### config.mk
export PLATFORM = sky130hd
export DESIGN_NAME = fetch_queue
export DESIGN_NICKNAME = d
export VERILOG_FILES = /design/src/rtl/riscv_pkg.sv /design/src/rtl/fq_storage.sv /design/src/rtl/fetch_queue.sv
export SDC_FILE = /design/constraint.sdc
export NUM_CORES = 1
export LEC_CHECK = 0
export CORE_MARGIN = 4
export CORE_UTILIZATION = 51
export DETAILED_ROUTE_END_ITERATION = 10
export HOLD_SLACK_MARGIN = 0.03
export PLACE_DENSITY = 0.82
export SLEW_MARGIN = 0
export SYNTH_ARGS = -nofsm -noshare
export SYNTH_HDL_FRONTEND = slang
export SYNTH_SLANG_ARGS = --single-unit
### constraint.sdc
create_clock -name clk -period 19.5 [get_ports clk]
set_input_delay 5.85 -clock clk [delete_from_list [all_inputs] [get_ports clk]]
set_output_delay 5.85 -clock clk [all_outputs]
set_load 0.005 [all_outputs]
### src/rtl/riscv_pkg.sv
// Shared types and constants for the RV32I front end.
//   fetch_entry_t : one buffered fetch, {pc, inst}
//   NOP_INST      : canonical NOP (addi x0, x0, 0) shown on empty decoder slots
//   FQ_DEPTH      : default fetch queue depth
package riscv_pkg;

  typedef struct packed {
    logic [31:0] pc;
    logic [31:0] inst;
  } fetch_entry_t;

  localparam logic [31:0] NOP_INST = 32'h0000_0013;

  localparam int unsigned FQ_DEPTH = 8;

endpackage

### src/rtl/fq_storage.sv
// Entry storage for the fetch queue.
// Ports:
//   clk           rising-edge clock
//   we0 / we1     write enables for the older / younger incoming word
//   waddr         write address of word 0; word 1 goes to waddr+1 (mod DEPTH)
//   wdata0/wdata1 entries to write
//   raddr0/raddr1 asynchronous read addresses
//   rdata0/rdata1 read data
// The array is intentionally not reset: validity is tracked by the
// occupancy count in the parent, so stale contents are never presented.
module fq_storage
  import riscv_pkg::*;
#(
  parameter int unsigned DEPTH = FQ_DEPTH,
  localparam int unsigned PW   = $clog2(DEPTH)
) (
  input  logic         clk,
  input  logic         we0,
  input  logic         we1,
  input  logic [PW-1:0] waddr,
  input  fetch_entry_t wdata0,
  input  fetch_entry_t wdata1,
  input  logic [PW-1:0] raddr0,
  input  logic [PW-1:0] raddr1,
  output fetch_entry_t rdata0,
  output fetch_entry_t rdata1
);

  fetch_entry_t mem [DEPTH];
  logic [PW-1:0] waddr1;

  // Power-of-two depth: natural overflow of the pointer width is the wrap.
  assign waddr1 = waddr + PW'(1);

  always_ff @(posedge clk) begin
    if (we0) begin
      mem[waddr] <= wdata0;
    end
    if (we1) begin
      mem[waddr1] <= wdata1;
    end
  end

  assign rdata0 = mem[raddr0];
  assign rdata1 = mem[raddr1];

endmodule

### src/rtl/fetch_queue.sv
// Dual-issue instruction fetch queue.
// Buffers up to DEPTH {pc, inst} pairs between instruction memory and the
// two decoders. Accepts 0..2 words per cycle and presents the oldest two in
// program order. A redirect (flush) or reset empties the queue.
// Ports:
//   clk, rst              clock, synchronous active-high reset
//   flush                 redirect; empties the queue, beats push and pop
//   in_count              words offered this cycle (0..2)
//   in_inst0/1, in_pc0/1  offered words and their PCs, word 0 older
//   in_ready              at least two entries free (from registered count)
//   out_valid             {slot 1 valid, slot 0 valid}
//   out_inst0/1, out_pc0/1 oldest / second-oldest entry, NOP / 0 when invalid
//   out_take              entries consumed by the decoders this cycle
module fetch_queue
  import riscv_pkg::*;
#(
  parameter int unsigned DEPTH = FQ_DEPTH,
  localparam int unsigned PW   = $clog2(DEPTH),
  localparam int unsigned CW   = PW + 1
) (
  input  logic        clk,
  input  logic        rst,
  input  logic        flush,
  input  logic [1:0]  in_count,
  input  logic [31:0] in_inst0,
  input  logic [31:0] in_inst1,
  input  logic [31:0] in_pc0,
  input  logic [31:0] in_pc1,
  output logic        in_ready,
  output logic [1:0]  out_valid,
  output logic [31:0] out_inst0,
  output logic [31:0] out_inst1,
  output logic [31:0] out_pc0,
  output logic [31:0] out_pc1,
  input  logic [1:0]  out_take
);

  logic [PW-1:0] rd_ptr_q, rd_ptr_d;
  logic [PW-1:0] wr_ptr_q, wr_ptr_d;
  logic [CW-1:0] count_q, count_d;

  logic [1:0]    push_n;
  logic [1:0]    pop_n;
  logic [1:0]    avail_n;
  logic          we0, we1;
  logic [PW-1:0] raddr1;
  fetch_entry_t  wdata0, wdata1;
  fetch_entry_t  rdata0, rdata1;

  // Only the registered count feeds in_ready, so fetch sees no path from
  // out_take; space freed by a pop is offered one cycle later.
  assign in_ready = (count_q <= CW'(DEPTH - 2));

  assign out_valid = {count_q >= CW'(2), count_q != '0};

  // Entries that can be presented this cycle (0..2).
  assign avail_n = (count_q >= CW'(2)) ? 2'd2 : count_q[1:0];

  always_comb begin
    push_n = 2'd0;
    if (in_ready) begin
      push_n = in_count[1] ? 2'd2 : {1'b0, in_count[0]};
    end
    // Over-take is a decoder bug; clamp so the count can never underflow.
    pop_n = (out_take > avail_n) ? avail_n : out_take;
  end

  assign we0 = (push_n != 2'd0) && !flush && !rst;
  assign we1 = (push_n == 2'd2) && !flush && !rst;

  assign wdata0 = '{pc: in_pc0, inst: in_inst0};
  assign wdata1 = '{pc: in_pc1, inst: in_inst1};

  always_comb begin
    rd_ptr_d = rd_ptr_q + PW'(pop_n);
    wr_ptr_d = wr_ptr_q + PW'(push_n);
    count_d  = count_q + CW'(push_n) - CW'(pop_n);
    if (flush) begin
      rd_ptr_d = '0;
      wr_ptr_d = '0;
      count_d  = '0;
    end
  end

  always_ff @(posedge clk) begin
    if (rst) begin
      rd_ptr_q <= '0;
      wr_ptr_q <= '0;
      count_q  <= '0;
    end else begin
      rd_ptr_q <= rd_ptr_d;
      wr_ptr_q <= wr_ptr_d;
      count_q  <= count_d;
    end
  end

  assign raddr1 = rd_ptr_q + PW'(1);

  fq_storage #(
    .DEPTH (DEPTH)
  ) u_storage (
    .clk    (clk),
    .we0    (we0),
    .we1    (we1),
    .waddr  (wr_ptr_q),
    .wdata0 (wdata0),
    .wdata1 (wdata1),
    .raddr0 (rd_ptr_q),
    .raddr1 (raddr1),
    .rdata0 (rdata0),
    .rdata1 (rdata1)
  );

  // Empty slots show a harmless NOP so a decoder that ignores out_valid
  // still executes nothing.
  always_comb begin
    out_inst0 = NOP_INST;
    out_pc0   = '0;
    out_inst1 = NOP_INST;
    out_pc1   = '0;
    if (out_valid[0]) begin
      out_inst0 = rdata0.inst;
      out_pc0   = rdata0.pc;
    end
    if (out_valid[1]) begin
      out_inst1 = rdata1.inst;
      out_pc1   = rdata1.pc;
    end
  end

endmodule

==> results.py <==
metrics = {
    "placement": {
        "dpl_cell_area_mm2": 0.0337,
        "hpwl_mm": 50.1,
        "gp_congestion": 0.778,
        "portBuffers": 265,
        "pre_cts_ws_ns": 9.33,
    },
    "sta": {
        "tightest_slew_ns": 1.30,
        "min_period_ns": 10.73,
        "period_share": 0.551,
        "setup_viol": 0,
        "rsz0062_at_grt": "false",
        "slew_headroom": 0.129,
        "finalSetupTns_ns": 0,
        "fmax_ghz": 0.0932,
        "worst_slack_ns": 8.77,
        "hold_violations": 0,
        "slew_viol_final": 0,
        "finClkSkew_ns": 0.0245,
    },
    "worst_setup_path": {
        "r2r_start": "count_q[3]",
        "path_class": "flip-flop to output port",
        "crit_required_ns": 13.65,
        "path_cells": "ha_4, buf_4, mux4_2, a22o_1, clkdlybuf4s50_1",
        "cp-end-kind": "output port",
        "arrival_ns": 4.88,
        "path_max_fanout": 78,
        "startpoint": "rd_ptr_q[0]",
        "startpoint_type": "flip-flop",
        "crit_path_max_incr_delay_ns": 1.13,
        "worst_path_max_delay_cell": "dfxtp_4",
        "crit_family": "buffers and inverters",
        "cp_num_buf_inv": 2,
    },
    "power_and_ir_drop": {
        "power.share.clock": 0.260,
        "swShare": 0.324,
        "seqPwrFrac": 0.326,
        "leakagePower_nw": 11.2,
        "pwr-share-comb": 0.413,
        "powerDensity_mw_per_mm2": 115,
        "p_sw_mw": 1.32,
        "finalPower_mw": 4.07,
        "ir_worst_vdd_v": 0.000107,
        "power.internal_mw": 2.75,
    },
    "clock_network": {
        "cts_sinks": 522,
        "htreeDepth": 2,
        "cts_tree": "done",
        "cts_hold_buf": 0,
        "cts_made_buffers": 55,
        "clock_path_buffers": 3,
        "cts_setup_buffers": 0,
        "root_buffer": "clkbuf_16",
        "cts_resized": 0,
        "path_clk_slew_ns": 0.06,
        "clk_latency_ns": 0.62,
    },
    "hold_path": {
        "min_from": "count_q[0]",
        "hp-class": "flip-flop to flip-flop",
    },
    "floorplanning": {
        "initial_core_util": 0.515,
        "die-height_um": 252,
        "die_area_mm2": 0.0635,
        "die_w_um": 252,
        "coreArea_mm2": 0.0589,
        "rows": 89,
        "boundaryPins": 266,
    },
    "global_routing": {
        "grt_pass1_wl_mm": 134,
        "antenna_found_initial": 11,
        "global_route.usage.total": 0.279,
        "grt_remaining_overflow": 0,
        "grt_max_degree": 197,
        "grt_pass1_vias": 21166,
    },
    "detailed_routing": {
        "vias": 20508,
        "wl_per_cell_um": 30.0,
        "drt_pass1_iterations": 6,
        "post-route-drc-count": 0,
        "drt_iter0_drc": 1865,
        "ant_nets": 0,
        "routed_wl_mm": 91.1,
        "vias_per_cell": 6.75,
    },
    "final_layout": {
        "synthToLayoutAreaGrowth_pct": 16.9,
        "drive_above_1_share": 0.338,
        "postLayoutCellArea_mm2": 0.0355,
        "finalNetCount": 2365,
    },
    "job": {
        "cap_violations": 0,
    },
    "outcome": {
        "status": "complete, no violations",
    },
    "synth": {
        "ys_seq_area_frac": 0.513,
        "yosysWarnings": 0,
        "netlist_instances": 2021,
        "avgSynthCellArea_um2": 15.0,
        "synth_ff_type": "edfxtp_1",
        "ys_ff_latch": 522,
        "synth_edf_count": 512,
        "synth_cell_type_count": 40,
        "syn_nets": 2173,
        "async_flop_share": 0,
        "netlist_area_mm2": 0.0303,
    },
}
## cell usage in the layout, fill, tap and decap left out, types with 4 or more instances in the layout
cell type,Yosys,layout
nor2_4,0,10
clkinvlp_4,0,5
clkbuf_16,0,55
a22oi_1,63,63
mux2_1,26,26
clkdlybuf4s50_1,0,265
nand2_1,10,10
mux2_2,489,489
clkbuf_1,101,8
xnor2_1,5,5
and3_1,62,62
mux2i_1,192,192
edfxtp_1,512,512
bufinv_16,0,5
nor2b_1,64,63
nor3_4,4,4
nor2_1,25,15
clkinv_2,0,15
a22o_1,64,64
inv_1,17,17
fa_1,4,4
diode_2,0,7
o21ai_0,8,8
buf_4,0,32
mux4_2,128,128
a211oi_1,61,61
clkinv_1,0,4
ha_1,13,12
and2_1,8,7
a21oi_1,65,64
dfxtp_1,10,9
## final cells by class
| cell class | count | area [um2] |
|---|---|---|
| antenna | 7 | 17.5 |
| clock buffer | 66 | 1450 |
| clock inverter | 35 | 353 |
| fill | 4327 | 23400 |
| inverter | 17 | 63.8 |
| multi-input combinational | 1318 | 14100 |
| sequential | 522 | 15600 |
| tap | 773 | 967 |
| timing repair buffer | 299 | 2930 |
## flip-flops by register name (all words and copies together), names as in the netlist
name	cells
count_q	4
u_storage.mem	512
wr_ptr_q	3
rd_ptr_q	3
## cell usage after synthesis, drive strengths merged, types with 25 or more instances
cell type  instances  area share
a211oi            61       0.015
a21oi             65       0.011
a22o              64       0.018
a22oi             63       0.016
and3              62       0.013
buf               63       0.012
clkbuf           101       0.012
edfxtp           512        0.51
mux2             515        0.19
mux2i            192       0.063
mux4             128       0.095
nor2              25      0.0031
nor2b             64       0.013
## stage by stage
stage	hold slack, ns	util	std cells
CTS	0.638	0.602	3030
global route	0.691	0.602	3035
finish	0.635	0.602	3037
global placement	0.612	0.571	2929
floorplan	0.570	-	2021
detailed placement	0.623	0.571	2929
## power groups by stage
stage / Clock, mW / Sequential [mW] / Combinational (mW)
detailed placement: 0 / 1.35 / 1.67
global placement: 0 / 1.35 / 1.64
floorplan: 0 / 1.32 / 1.00
global route: 1.11 / 1.33 / 1.79
finish: 1.06 / 1.33 / 1.68
CTS: 1.07 / 1.33 / 1.68
## path summary, 6_finish.rpt
kind	cells past startpoint	to	slack, ns
worst min register to register	2	count_q[0]	0.63
worst min-delay path	2	count_q[0]	0.63
worst max register to register	6	u_storage.mem[3][59]	15.81
worst max-delay path	5	out_pc1[22]	8.77
## kinds of logic after synthesis
| logic type | count (synthesis) | share of synthesized area |
|---|---|---|
| AO/OA/AOI/OAI | 272 | 0.0642 |
| flip-flops | 522 | 0.513 |
| AND/OR/NAND/NOR | 186 | 0.0366 |
| multiplexers | 835 | 0.349 |
| adder cells (fa/ha/maj) | 17 | 0.00800 |
| XOR/XNOR | 8 | 0.00231 |
| buffers and inverters | 181 | 0.0263 |
## layer usage
metal,wire (um),vias to the layer above,track usage
met1,34200,10478,0.359
met3,9050,249,0.0646
met4,3630,4,0.102
li1,-,8594,-
met5,27,-,0
met2,44100,1183,0.467
## worst min-delay path, delay by kind of cell, from the launching register on
kind	cells	cell delay, ns
flops	1	0.37
fa+ha+maj	1	0.14
simple gates	1	0.10
(Power assumes the default switching activity.)
